`src/rtl/nn_pkg.sv`:
```
// nn_pkg - shared types and constants for the neuron datapath blocks.
//   word_t          : signed Q8.8 data word
//   ONE / ZERO      : Q8.8 constants
//   feeder_state_e  : sequencer states used by sample_feeder
package nn_pkg;

    localparam int WORD_BITS = 16;

    typedef logic signed [WORD_BITS-1:0] word_t;

    localparam word_t ONE  = 16'h0100;
    localparam word_t ZERO = 16'h0000;

    typedef enum logic [2:0] {
        S_IDLE,
        S_PRESENT,
        S_PULSE,
        S_WAIT_HI,
        S_WAIT_LO,
        S_ADVANCE,
        S_DONE
    } feeder_state_e;

endpackage

```
`src/rtl/sample_mem.sv`:
```
// sample_mem - DEPTH-entry register file holding one training sample per slot
// (N input words plus one target word).
//   clk, rst_n      : clock, synchronous active-low reset (read register only)
//   wr_en/wr_addr   : write port, writes {wr_y, wr_x} into slot wr_addr
//   rd_en/rd_addr   : registered read port; rd_x/rd_y update only on rd_en
// Slot storage itself is never reset; only the read register clears, so the
// presented sample reads as zero after reset.
module sample_mem
    import nn_pkg::*;
#(
    parameter int N     = 6,
    parameter int BITS  = WORD_BITS,
    parameter int DEPTH = 8,
    parameter int AW    = $clog2(DEPTH)
) (
    input  logic                   clk,
    input  logic                   rst_n,
    input  logic                   wr_en,
    input  logic [AW-1:0]          wr_addr,
    input  logic [N-1:0][BITS-1:0] wr_x,
    input  logic [BITS-1:0]        wr_y,
    input  logic                   rd_en,
    input  logic [AW-1:0]          rd_addr,
    output logic [N-1:0][BITS-1:0] rd_x,
    output logic [BITS-1:0]        rd_y
);

    // Word N of each slot is the target; words 0..N-1 are the inputs.
    logic [N:0][BITS-1:0] mem [DEPTH];

    always_ff @(posedge clk) begin
        if (wr_en)
            mem[wr_addr] <= {wr_y, wr_x};
    end

    always_ff @(posedge clk) begin
        if (!rst_n) begin
            rd_x <= '0;
            rd_y <= '0;
        end else if (rd_en) begin
            rd_x <= mem[rd_addr][N-1:0];
            rd_y <= mem[rd_addr][N];
        end
    end

endmodule

```
`src/rtl/sample_feeder.sv`:
```
// sample_feeder - handshake-driven dataset sequencer in front of ArchCTRL.
// Presents one stored sample at a time, pulses TR (train) or VL (validate),
// then waits for the watched phase flag (BPO in train, FPO in validate) to
// rise and fall before advancing; loops over n_samples x n_epochs.
//   clk, rst_n        : clock, synchronous active-low reset
//   wr_en/addr/x/y    : sample slot load port (ignored while busy)
//   n_samples/n_epochs/mode/start : run configuration, latched on start
//   FPO, BPO          : phase flags from ArchCTRL
//   y                 : network output (loss feature only)
//   TR, VL            : one-cycle request pulses to ArchCTRL
//   x, y_true         : presented sample, registered
//   sample_idx, epoch_idx, busy, done, err : run status
// Optional: define SAMPLE_FEEDER_LOSS_EN to add loss / loss_valid, an
// epoch-wise saturating sum of |y - y_true|.
module sample_feeder
    import nn_pkg::*;
#(
    parameter int N       = 6,
    parameter int BITS    = WORD_BITS,
    parameter int DEPTH   = 8,
    parameter int TIMEOUT = 1023,
    parameter int AW      = $clog2(DEPTH)
) (
    input  logic                   clk,
    input  logic                   rst_n,
    input  logic                   wr_en,
    input  logic [AW-1:0]          wr_addr,
    input  logic [N-1:0][BITS-1:0] wr_x,
    input  logic [BITS-1:0]        wr_y,
    input  logic [AW:0]            n_samples,
    input  logic [7:0]             n_epochs,
    input  logic                   mode,
    input  logic                   start,
    input  logic                   FPO,
    input  logic                   BPO,
    input  logic [BITS-1:0]        y,
    output logic                   TR,
    output logic                   VL,
    output logic [N-1:0][BITS-1:0] x,
    output logic [BITS-1:0]        y_true,
    output logic [AW-1:0]          sample_idx,
    output logic [7:0]             epoch_idx,
    output logic                   busy,
    output logic                   done,
`ifdef SAMPLE_FEEDER_LOSS_EN
    output logic [BITS+7:0]        loss,
    output logic                   loss_valid,
`endif
    output logic                   err
);

    localparam int WW = $clog2(TIMEOUT + 1);

    feeder_state_e state;
    logic [AW:0]   ns_r;      // samples per epoch, clamped to 1..DEPTH
    logic [7:0]    last_ep;   // index of the final epoch
    logic          mode_r;
    logic [WW-1:0] wcnt;

    logic watched, last_smp, tmo, start_acc;

    assign watched   = mode_r ? FPO : BPO;
    assign last_smp  = ({1'b0, sample_idx} == ns_r - 1'b1);
    assign tmo       = (wcnt == WW'(TIMEOUT));
    assign start_acc = (state == S_IDLE) && start;

    // The read register of the slot memory is the x / y_true output register;
    // it is loaded only in PRESENT, so the sample holds for the whole phase.
    sample_mem #(.N(N), .BITS(BITS), .DEPTH(DEPTH), .AW(AW)) u_mem (
        .clk     (clk),
        .rst_n   (rst_n),
        .wr_en   (wr_en && !busy),
        .wr_addr (wr_addr),
        .wr_x    (wr_x),
        .wr_y    (wr_y),
        .rd_en   (state == S_PRESENT),
        .rd_addr (sample_idx),
        .rd_x    (x),
        .rd_y    (y_true)
    );

    always_ff @(posedge clk) begin
        if (!rst_n) begin
            state      <= S_IDLE;
            ns_r       <= '0;
            last_ep    <= '0;
            mode_r     <= 1'b0;
            wcnt       <= '0;
            sample_idx <= '0;
            epoch_idx  <= '0;
            TR         <= 1'b0;
            VL         <= 1'b0;
            busy       <= 1'b0;
            done       <= 1'b0;
            err        <= 1'b0;
        end else begin
            TR   <= 1'b0;
            VL   <= 1'b0;
            done <= 1'b0;
            case (state)
                S_IDLE: begin
                    if (start) begin
                        if (n_samples == '0)
                            ns_r <= (AW+1)'(1);
                        else if (n_samples > (AW+1)'(DEPTH))
                            ns_r <= (AW+1)'(DEPTH);
                        else
                            ns_r <= n_samples;
                        last_ep    <= (n_epochs == 8'd0) ? 8'd0 : n_epochs - 8'd1;
                        mode_r     <= mode;
                        sample_idx <= '0;
                        epoch_idx  <= '0;
                        err        <= 1'b0;
                        busy       <= 1'b1;
                        state      <= S_PRESENT;
                    end
                end
                S_PRESENT: begin
                    TR    <= !mode_r;
                    VL    <= mode_r;
                    state <= S_PULSE;
                end
                S_PULSE: begin
                    // A flag already high here is ignored; counting starts in WAIT_HI.
                    wcnt  <= '0;
                    state <= S_WAIT_HI;
                end
                S_WAIT_HI, S_WAIT_LO: begin
                    if ((state == S_WAIT_HI) && watched) begin
                        wcnt  <= '0;
                        state <= S_WAIT_LO;
                    end else if ((state == S_WAIT_LO) && !watched) begin
                        wcnt  <= '0;
                        state <= S_ADVANCE;
                    end else if (tmo) begin
                        err   <= 1'b1;
                        busy  <= 1'b0;
                        TR    <= 1'b0;
                        VL    <= 1'b0;
                        wcnt  <= '0;
                        state <= S_IDLE;
                    end else begin
                        wcnt <= wcnt + 1'b1;
                    end
                end
                S_ADVANCE: begin
                    if (last_smp) begin
                        sample_idx <= '0;
                        if (epoch_idx == last_ep) begin
                            busy  <= 1'b0;
                            done  <= 1'b1;
                            state <= S_DONE;
                        end else begin
                            epoch_idx <= epoch_idx + 8'd1;
                            state     <= S_PRESENT;
                        end
                    end else begin
                        sample_idx <= sample_idx + 1'b1;
                        state      <= S_PRESENT;
                    end
                end
                S_DONE:  state <= S_IDLE;
                default: state <= S_IDLE;
            endcase
        end
    end

`ifdef SAMPLE_FEEDER_LOSS_EN
    localparam int LW = BITS + 8;

    logic [LW-1:0]        acc;
    logic signed [BITS:0] diff;
    logic [BITS:0]        absd;
    logic [LW:0]          sum;
    logic [LW-1:0]        acc_next;
    logic                 fall_evt;

    // One extra bit keeps the difference of two Q8.8 words exact.
    assign diff     = $signed({y[BITS-1], y}) - $signed({y_true[BITS-1], y_true});
    assign absd     = diff[BITS] ? $unsigned(-diff) : $unsigned(diff);
    assign sum      = {1'b0, acc} + {{(LW-BITS){1'b0}}, absd};
    assign acc_next = sum[LW] ? {LW{1'b1}} : sum[LW-1:0];
    assign fall_evt = (state == S_WAIT_LO) && !watched;

    always_ff @(posedge clk) begin
        if (!rst_n) begin
            acc        <= '0;
            loss       <= '0;
            loss_valid <= 1'b0;
        end else begin
            loss_valid <= 1'b0;
            if (start_acc) begin
                acc <= '0;
            end else if (fall_evt) begin
                if (last_smp) begin
                    // Epoch complete: publish the sum and start the next one fresh.
                    loss       <= acc_next;
                    loss_valid <= 1'b1;
                    acc        <= '0;
                end else begin
                    acc <= acc_next;
                end
            end
        end
    end
`else
    logic unused_loss_in;
    assign unused_loss_in = ^{y, start_acc};
`endif

endmodule

```
`config.mk`:
```
export PLATFORM = sky130hd
export DESIGN_NAME = sample_feeder
export DESIGN_NICKNAME = d
export VERILOG_FILES = /design/src/rtl/nn_pkg.sv /design/src/rtl/sample_mem.sv /design/src/rtl/sample_feeder.sv
export SDC_FILE = /design/constraint.sdc
export NUM_CORES = 1
export LEC_CHECK = 0
export BUFFER_PORTS_ARGS = -buffer_cell sky130_fd_sc_hd__buf_2
export CAP_MARGIN = 25
export CORE_MARGIN = 2
export CORE_UTILIZATION = 24
export CTS_CLUSTER_DIAMETER = 30
export DETAILED_ROUTE_END_ITERATION = 7
export GPL_TIMING_DRIVEN = 0
export PLACE_DENSITY_LB_ADDON = 0.1
export SYNTH_ARGS = -nofsm -noshare
export SYNTH_HDL_FRONTEND = slang
export SYNTH_SLANG_ARGS = --single-unit
```
`constraint.sdc`:
```
create_clock -name clk -period 11.85 [get_ports clk]
set_clock_uncertainty 0.05 [all_clocks]
set_input_delay 0.5925 -clock clk [delete_from_list [all_inputs] [get_ports clk]]
set_output_delay 0.5925 -clock clk [all_outputs]
set_load 0.05 [all_outputs]
```
==> impl_metrics.tcl, run 1 <==
set metrics [dict create \
    rsz0062_at_grt "no" \
    synth_cell_types 50 \
    holdPathStages 4 \
    ff2ff_setup_slack_ns 8.36 \
    worstHoldStart "n_epochs[7]" \
    numCtsBuffers 305 \
    relSlewSlack 0.295 \
    r2r-start "sample_idx[2]" \
    syn-instance-count 1952 \
    setup_tns_ns 0 \
    wl_um 120000 \
    grt_pass1_vias 24600 \
    antenna_found_initial 25 \
    cts_tree "built" \
    slew_violations 0 \
    yosys-top-cells-count "edfxtp_1 (896), mux4_2 (224), dfxtp_1 (154)" \
    grt_use_total 0.142 \
    cp_max_fo 10 \
    ys_ff_latch 1050 \
    die_h_um 410 \
    cellPowerDensity_nw_per_um2 225 \
    dieWidth_um 410 \
    io_buffers 260 \
    fin_nets 2907 \
    cp.arrival_ns 4.18 \
    peakVddDrop_mv 0.148 \
    final_cells 5175 \
    drive_gt1_frac 0.369 \
    h-tree-depth 5 \
    post_cts_buffers 0 \
    final_area_um2 56400 \
    viasPerCell 4.24 \
    drc 0 \
    synth_edf_count 896 \
    cts_resized 0 \
    start_util 0.241 \
    cts_buffer_depth 4 \
    hold_viol 0 \
    synth_top_area_cell "edfxtp_1" \
    grt_first_pass_wirelength_um 171000 \
    place_area_um2 45200 \
    initialDrtViolationCount 1309 \
    status "complete, no violations" \
    area_growth_pct 42.6 \
    std_cell_rows 149 \
    synth_most_common_cell "edfxtp_1" \
    clock_latency_ns 0.88 \
    cts_sinks 1050 \
    grt_max_degree 21 \
    min_path_type "in2reg" \
    synth_area_um2 39600 \
    gp_congestion 0.739 \
    synth_top_area_frac 0.680 \
    grt_overflow 0 \
    max_freq_mhz 286 \
    worstSetupPathType "reg2reg" \
    ant_nets 0 \
    cp-start-kind "register" \
    worst_slew_pin_slew_ns 1.06 \
    min_to "last_ep[7]" \
    syn_avg_cell_area_um2 20.3 \
    fin_crit_sh 0.295 \
    die_area_um2 168000 \
    setup_viol 0 \
    r2r_cells 8 \
    worst_slack_ns 8.36 \
    cellLeakagePower_nw 20.2 \
    synth_nets 2107 \
    hpwl_um 79300 \
    first_pass_iters 5 \
    cp-end-kind "register" \
    async_flop_share 0 \
    core-area_um2 164000 \
    pre_cts_slack_ns 8.12 \
    worst_r2r_endpoint "u_mem.rd_x[85]" \
    place_inst 4512 \
    ys_warn_count 0 \
    clkTransAtPathRegs_ns 0.04 \
    synthFlopType "edfxtp_1" \
    ys_top_cells_by_area "edfxtp_1 (68%), mux4_2 (13%), dfxtp_1 (7.8%)" \
    max-cap-violations 0 \
    post_drt_wl_per_cell_um 23.1 \
    ys_seq_area_frac 0.758 \
    num_io_pins 278 \
    crit_required_ns 12.54 \
    min_period_ns 3.49 \
    root_buffer "clkbuf_16" \
    vias 22000 \
]
## flip-flops by register name (all words and copies together) (netlist names)
register,cells
last_ep,8
epoch_idx,8
ns_r,4
busy,1
u_mem.rd_x,96
VL,1
u_mem.mem,896
TR,1
u_mem.rd_y,16
mode_r,1
err,1
done,1
state,3
wcnt,10
sample_idx,3
## per-stage QoR
step                      utilization  hold slack (ns)  power [W]
after floorplan                     -            0.384    0.00464
after global placement          0.265            0.417    0.00492
after detailed placement        0.275            0.415    0.00492
after CTS                       0.343          0.00203     0.0129
after global routing            0.343           0.0594     0.0132
final                           0.343           0.0766     0.0127
## critical path, stage by stage (launching register included)
cell	delay, ns
dfxtp_1	0.49
buf_2	0.57
clkbuf_1	0.41
buf_8	0.21
clkbuf_1	0.66
mux4_2	0.40
mux2i_1	0.26
nand2_1	0.11
o211a_1	0.17
## cell usage in the layout, fill, tap and decap left out, types with 5 or more instances in the layout
cell type / netlist / final
nor2_1: 26 / 23
a21oi_1: 9 / 9
clkbuf_16: 0 / 309
clkbuf_8: 0 / 16
dlygate4sd3_1: 0 / 122
buf_6: 2 / 70
buf_8: 0 / 18
buf_2: 27 / 287
a21boi_0: 9 / 9
edfxtp_1: 896 / 896
mux4_2: 224 / 224
xnor2_1: 18 / 18
nand2_1: 137 / 137
clkinv_2: 0 / 51
inv_1: 9 / 9
clkinv_1: 0 / 33
buf_1: 28 / 28
and3_1: 5 / 5
ha_1: 5 / 5
nor2b_1: 12 / 12
nand3b_1: 8 / 8
o211a_1: 112 / 112
and2_1: 6 / 6
bufinv_16: 0 / 38
clkinvlp_4: 0 / 30
diode_2: 0 / 9
buf_16: 0 / 6
clkbuf_1: 52 / 95
a211oi_1: 6 / 6
buf_12: 0 / 15
nor3_1: 12 / 8
nand3_1: 13 / 13
o21ai_0: 22 / 22
mux2i_1: 116 / 116
dfxtp_1: 154 / 154
## layer usage
metal | track usage | up-vias | wire [µm]
li1 | - | 9728 | -
met1 | 0.178 | 11400 | 51700
met2 | 0.232 | 597 | 57800
met3 | 0.0439 | 212 | 7400
met4 | 0.0474 | 18 | 2560
met5 | 0 | - | 119
## layout make-up
type | instances | area [µm²]
diodes | 9 | 22.5
plain buffers | 109 | 462
clock buffers | 371 | 8130
clock inverters | 161 | 1850
fillers | 15700 | 108000
inverters | 9 | 33.8
multi-input cells | 784 | 9170
flip-flops and latches | 1050 | 30000
well taps | 2189 | 2740
repair buffers | 493 | 4050
## cells by family (layout without fill, tap and decap cells)
kind of cell / Yosys count / in the layout / synth area share
xor gates and xnor gates: 21 / 21 / 0.00465
and+or+nand+nor: 240 / 240 / 0.0276
DFF: 1050 / 1050 / 0.758
muxes: 341 / 341 / 0.157
other: 0 / 9 / 0
buffers and inverters: 118 / 1143 / 0.0124
AOI/OAI and AO/OA: 177 / 177 / 0.0391
adders and majority gates: 5 / 5 / 0.00158
## power breakdown
group | leakage (nW) | switching [W] | internal [W] | total [W]
registers | 9.38 | 0.0000570 | 0.00416 | 0.00422
clock network | 4.82 | 0.00223 | 0.00561 | 0.00784
logic | 6.03 | 0.000468 | 0.000196 | 0.000664
total | 20.2 | 0.00276 | 0.00997 | 0.0127
## how the worst max path moves through the flow
stage,cells past startpoint,from,to
2_1_floorplan,2,wr_addr[2],u_mem.mem[0][0]
3_3_place_gp,3,wr_addr[2],u_mem.mem[2][6]
3_5_place_dp,8,sample_idx[2],u_mem.rd_x[85]
4_1_cts,8,sample_idx[2],u_mem.rd_x[85]
5_1_grt,8,sample_idx[2],u_mem.rd_x[85]
6_report,8,sample_idx[2],u_mem.rd_x[85]
## repair_timing
action / in CTS / in global routing
hold buffers: 122 / 0
endpoints found under the setup margin: 0 / 0
hold endpoints to repair: 907 / 0
No activity file was read; power rests on OpenSTA's default activity.
==> run 2, diff against run 1 <==
- clock period: 11.85 -> 3.4 ns (I/O delays scaled with it)
==> run 2 against run 1 <==
Combinational power rose to 3.6 times the previous value. Die area did not move. Non-clock buffer count rose by 9. Routed wire length fell by 0.76%. Cell count fell by 0.35%. Setup slack got worse by 8.2 ns. Sequential share of layout area barely moved. Register-to-register slack got worse by 8.2 ns. Maximum frequency rose by 9.4%. Design area barely moved. Largest cell class unchanged. Highest routed layer unchanged.
==> impl_metrics.tcl, run 2 (synthesis results as in run 1) <==
set metrics [dict create \
    status "complete, no violations" \
    grt_use_total 0.142 \
    num_io_pins 278 \
    worstPathCellList "buf_4 > clkbuf_1 > clkbuf_1 > mux4_2 > mux2i_1 > nand2_1 > o211a_1" \
    viasPerCell 4.28 \
    slowest_stage "clkbuf_1" \
    largest_register "u_mem.mem" \
    min_to "u_mem.mem[5][60]" \
    hold_viol 0 \
    grt_overflow 0 \
    r2r_cells 7 \
    antenna_found_initial 23 \
    max_freq_mhz 313 \
    max-cap-violations 0 \
    holdPathStages 2 \
    fin_crit_sh 0.939 \
    cp-end-kind "register" \
    grt_first_pass_wirelength_um 171000 \
    core-area_um2 164000 \
    clkTransAtPathRegs_ns 0.05 \
    reg_top3 "u_mem.mem (896), u_mem.rd_x (96), u_mem.rd_y (16)" \
    worstHoldStart "wr_x[60]" \
    fin_nets 2901 \
    setup_viol 0 \
    post_drt_wl_per_cell_um 23.0 \
    area_growth_pct 42.6 \
    largest_reg_flops 896 \
    die_area_um2 168000 \
    final_cells 5157 \
    worstSetupPathType "reg2reg" \
    wl_um 119000 \
    dieWidth_um 410 \
    hpwl_um 78600 \
    cp-start-kind "register" \
    worstSetupStartpoint "sample_idx[2]" \
    critPathTopFamily "buffers and inverters" \
    grt_max_degree 21 \
    slew_violations 0 \
    ff2ff_setup_slack_ns 0.21 \
    cts_buffer_depth 4 \
    min_path_type "in2reg" \
    p_total_w 0.0428 \
    std_cell_rows 149 \
    vias 22100 \
    first_pass_iters 5 \
    relSlewSlack 0.303 \
    io_buffers 260 \
    cellPowerDensity_nw_per_um2 758 \
    r2r-start "sample_idx[2]" \
    final_common_cell "edfxtp_1" \
    min_period_ns 3.19 \
    cp.arrival_ns 3.86 \
    path_buf_inv 3 \
    rsz0062_at_grt "no" \
    clock_latency_ns 0.87 \
    worst_r2r_endpoint "u_mem.rd_x[75]" \
    die_h_um 410 \
    start_util 0.241 \
    numCtsBuffers 290 \
    worst_slew_pin_slew_ns 1.05 \
    cp_max_fo 10 \
    cts_tree "built" \
    drive_gt1_frac 0.358 \
    ant_nets 0 \
    peakVddDrop_mv 0.397 \
    crit_top_cell "clkbuf_1" \
    final_cell_mix "edfxtp_1 (896), clkbuf_16 (296), buf_2 (285)" \
    crit_required_ns 4.07 \
    root_buffer "clkbuf_16" \
    gp_congestion 0.751 \
    cellLeakagePower_nw 20.2 \
    drc 0 \
    grt_pass1_vias 24600 \
    initialDrtViolationCount 1343 \
    place_inst 4490 \
    h-tree-depth 5 \
    cts_sinks 1050 \
    whs_ns 0.0754 \
    cpPeakStageDelay_ns 0.76 \
]
[run 2: changes by cell type in the layout (fill, tap and decap cells not counted), moves of 4 or more]
| cell | before | now |
|---|---|---|
| buf_16 | 6 | 34 |
| buf_6 | 70 | 13 |
| buf_8 | 18 | 26 |
| bufinv_16 | 38 | 30 |
| clkbuf_1 | 95 | 91 |
| clkbuf_16 | 309 | 296 |
| clkbuf_2 | 3 | 7 |
| clkinv_2 | 51 | 61 |
| clkinvlp_4 | 30 | 14 |
| dlygate4sd3_1 | 122 | 154 |
| nor3_4 | 0 | 4 |
[run 2: cell type report]
cell class	instances	area, µm²
Antenna cell	10	25.0
Buffer	108	489
Clock buffer	356	7760
Clock inverter	148	1540
Fill cell	15700	108000
Inverter	9	33.8
Multi-Input combinational cell	784	9200
Sequential cell	1050	30000
Tap cell	2189	2740
Timing Repair Buffer	503	4650
[run 2: power by group]
group / total, W / switching [W] / internal, W
Combinational: 0.00238 / 0.00164 / 0.000747
Clock: 0.0257 / 0.00749 / 0.0182
Sequential: 0.0147 / 0.000205 / 0.0145
[run 2: metal layers]
metal / track usage / up-vias / wire length (µm)
met5: 0 / - / 79
met4: 0.0463 / 14 / 2770
met3: 0.0387 / 226 / 6260
met2: 0.233 / 586 / 57300
met1: 0.181 / 11600 / 52300
li1: - / 9702 / -
[run 2: worst max path at each step]
stage | depth (start not counted) | slack (ns) | to
global placement | 2 | -6.36 | u_mem.mem[4][94]
global route | 7 | 0.01 | u_mem.rd_x[29]
detailed placement | 8 | -0.34 | u_mem.rd_x[39]
finish | 7 | 0.21 | u_mem.rd_x[75]
floorplan | 1 | -1.14 | u_mem.mem[4][0]
CTS | 7 | 0.005 | u_mem.rd_x[16]
[run 2: worst register-to-register path, delay by kind of cell (launching register included)]
family / cells / cell delay [ns]
flip-flops: 1 / 0.49
AND/OR/NAND/NOR: 1 / 0.12
multiplexers: 2 / 0.60
buffers and inverters: 3 / 1.63
AO/OA/AOI/OAI: 1 / 0.17
[run 2: metrics by stage]
step                setup WS, ns  utilization  cell area (µm²)  setup TNS (ns)
floorplan                  -1.14            -            39700         -287.42
global placement           -6.36        0.266            43700        -3424.40
detailed placement        -0.343        0.277            45500          -10.03
CTS                      0.00510        0.343            56400               0
global route              0.0120        0.343            56400               0
finish                     0.206        0.343            56400               0
[run 2: what timing repair did]
action / CTS / global route
hold buffers: 154 / 0
hold endpoints to repair: 1100 / 0
gates resized for setup: 8 / 6
buffers inserted: 0 / 0
endpoints found under the setup margin: 77 / 20
==> run 3, diff against run 2 <==
- CORE_MARGIN: 2 -> 5
==> run 3 against run 2 <==
Sequential cell count is the same. Setup slack lost 0.034 ns. Sequential power is essentially flat. Largest power group unchanged. Highest routed layer unchanged.
==> impl_metrics.tcl, run 3 (synthesis results as in run 1) <==
set metrics [dict create \
    largest_register "u_mem.mem" \
    numCtsBuffers 276 \
    io_buffers 260 \
    cts_buffer_depth 4 \
    die_area_um2 173000 \
    fin_crit_sh 0.949 \
    post_cts_buffers 0 \
    core-area_um2 164000 \
    cp-end-kind "register" \
    setup_viol 0 \
    worstSetupPathType "reg2reg" \
    post_drt_wl_per_cell_um 23.3 \
    die_h_um 416 \
    slew_violations 0 \
    p_total_w 0.0431 \
    relSlewSlack 0.299 \
    initialDrtViolationCount 1275 \
    reg_top3 "u_mem.mem (896), u_mem.rd_x (96), u_mem.rd_y (16)" \
    fin_nets 2893 \
    gp_congestion 0.721 \
    ant_nets 0 \
    pre_cts_slack_ns -0.456 \
    std_cell_rows 149 \
    max-cap-violations 0 \
    first_pass_iters 4 \
    final_common_cell "edfxtp_1" \
    min_path_type "in2reg" \
    start_util 0.241 \
    worst_slack_ns 0.172 \
    status "complete, no violations" \
    ff2ff_setup_slack_ns 0.17 \
    drive_gt1_frac 0.363 \
    cts_tree "built" \
    worst_slew_pin_slew_ns 1.05 \
    cp_max_fo 10 \
    grt_use_total 0.138 \
    rsz0062_at_grt "no" \
    cp.arrival_ns 3.91 \
    antenna_found_initial 20 \
    cellLeakagePower_nw 20.2 \
    grt_pass1_vias 24800 \
    largest_reg_flops 896 \
    wl_um 120000 \
    max_freq_mhz 310 \
    fillers 15700 \
    drc 0 \
    clock_latency_ns 0.86 \
    vias 22000 \
    grt_first_pass_wirelength_um 173000 \
    cp-start-kind "register" \
    min_period_ns 3.23 \
    final_cell_mix "edfxtp_1 (896), buf_2 (284), clkbuf_16 (282)" \
    peakVddDrop_mv 0.360 \
    grt_max_degree 21 \
    hpwl_um 78000 \
    h-tree-depth 5 \
    root_buffer "clkbuf_16" \
    num_io_pins 278 \
    hold_viol 0 \
    clkTransAtPathRegs_ns 0.04 \
    viasPerCell 4.28 \
    crit_required_ns 4.09 \
    cellPowerDensity_nw_per_um2 763 \
    grt_overflow 0 \
    area_growth_pct 42.6 \
    cts_sinks 1050 \
    dieWidth_um 416 \
]
-- run 3: cell types whose count changed in the layout (fill, tap and decap cells not counted), moves of 4 or more --
cell	change
clkinv_2	-24
clkbuf_1	-17
clkinv_1	-15
clkbuf_16	-14
clkinv_4	+14
bufinv_16	+11
clkinvlp_4	+10
dlygate4sd3_1	+8
buf_16	-7
buf_8	+5
buf_1	-4
clkdlybuf4s15_2	+4
diode_2	-4
-- run 3: path summary, 6_finish.rpt --
kind / depth (start not counted) / from / to
worst min register to register: 2 / last_ep[7] / last_ep[7]
worst max register to register: 7 / sample_idx[1] / u_mem.rd_y[15]
worst max-delay path: 7 / sample_idx[1] / u_mem.rd_y[15]
worst min-delay path: 2 / wr_x[88] / u_mem.mem[0][88]
-- run 3: timing repair --
action / in CTS / in global routing
endpoints found under the hold margin: 1098 / 0
gates resized for setup: 23 / 3
cloned: 0 / 0
pin swaps: 0 / 0
hold buffers: 162 / 0
endpoints found under the setup margin: 102 / 4
-- run 3: layout make-up --
type / instances / area, µm² / share of cell area
Sequential cell: 1050 / 30000 / 0.531
Clock inverter: 148 / 1940 / 0.0344
Clock buffer: 332 / 7400 / 0.131
Buffer: 109 / 539 / 0.00955
Multi-Input combinational cell: 784 / 9200 / 0.163
Inverter: 9 / 33.8 / 0.000598
Antenna cell: 6 / 15.0 / 0.000266
Tap cell: 2189 / 2740 / 0.0485
Timing Repair Buffer: 508 / 4600 / 0.0814
-- run 3: report_power, final --
group / total [W] / switching, W / internal, W
registers: 0.0147 / 0.000186 / 0.0145
logic: 0.00240 / 0.00166 / 0.000748
clock network: 0.0260 / 0.00751 / 0.0185
-- run 3: critical path, stage by stage (launching register included) --
cell,delay [ns]
dfxtp_1,0.35
clkdlybuf4s15_1,0.66
clkbuf_1,0.42
buf_8,0.20
clkdlybuf4s15_1,0.76
mux2i_1,0.37
nand2_1,0.10
o211a_1,0.15
-- run 3: through the flow --
| step | instance area (µm²) | util | std cells | setup TNS, ns | hold slack, ns |
|---|---|---|---|---|---|
| after floorplan | 39700 | - | 1952 | -287.42 | 0.219 |
| after global placement | 43700 | 0.266 | 4401 | -3485.17 | 0.379 |
| after detailed placement | 45400 | 0.276 | 4487 | -25.62 | 0.386 |
| after CTS | 56400 | 0.343 | 5129 | 0 | 0.000835 |
| after global routing | 56400 | 0.343 | 5131 | 0 | 0.0346 |
| final | 56500 | 0.343 | 5135 | 0 | 0.0696 |
-- run 3: per-layer routing --
metal | track usage | vias to the layer above | routed length, µm
met5 | 0 | - | 48
met4 | 0.0483 | 8 | 3410
met3 | 0.0359 | 241 | 5620
met2 | 0.240 | 538 | 61000
met1 | 0.166 | 11500 | 49800
li1 | - | 9695 | -
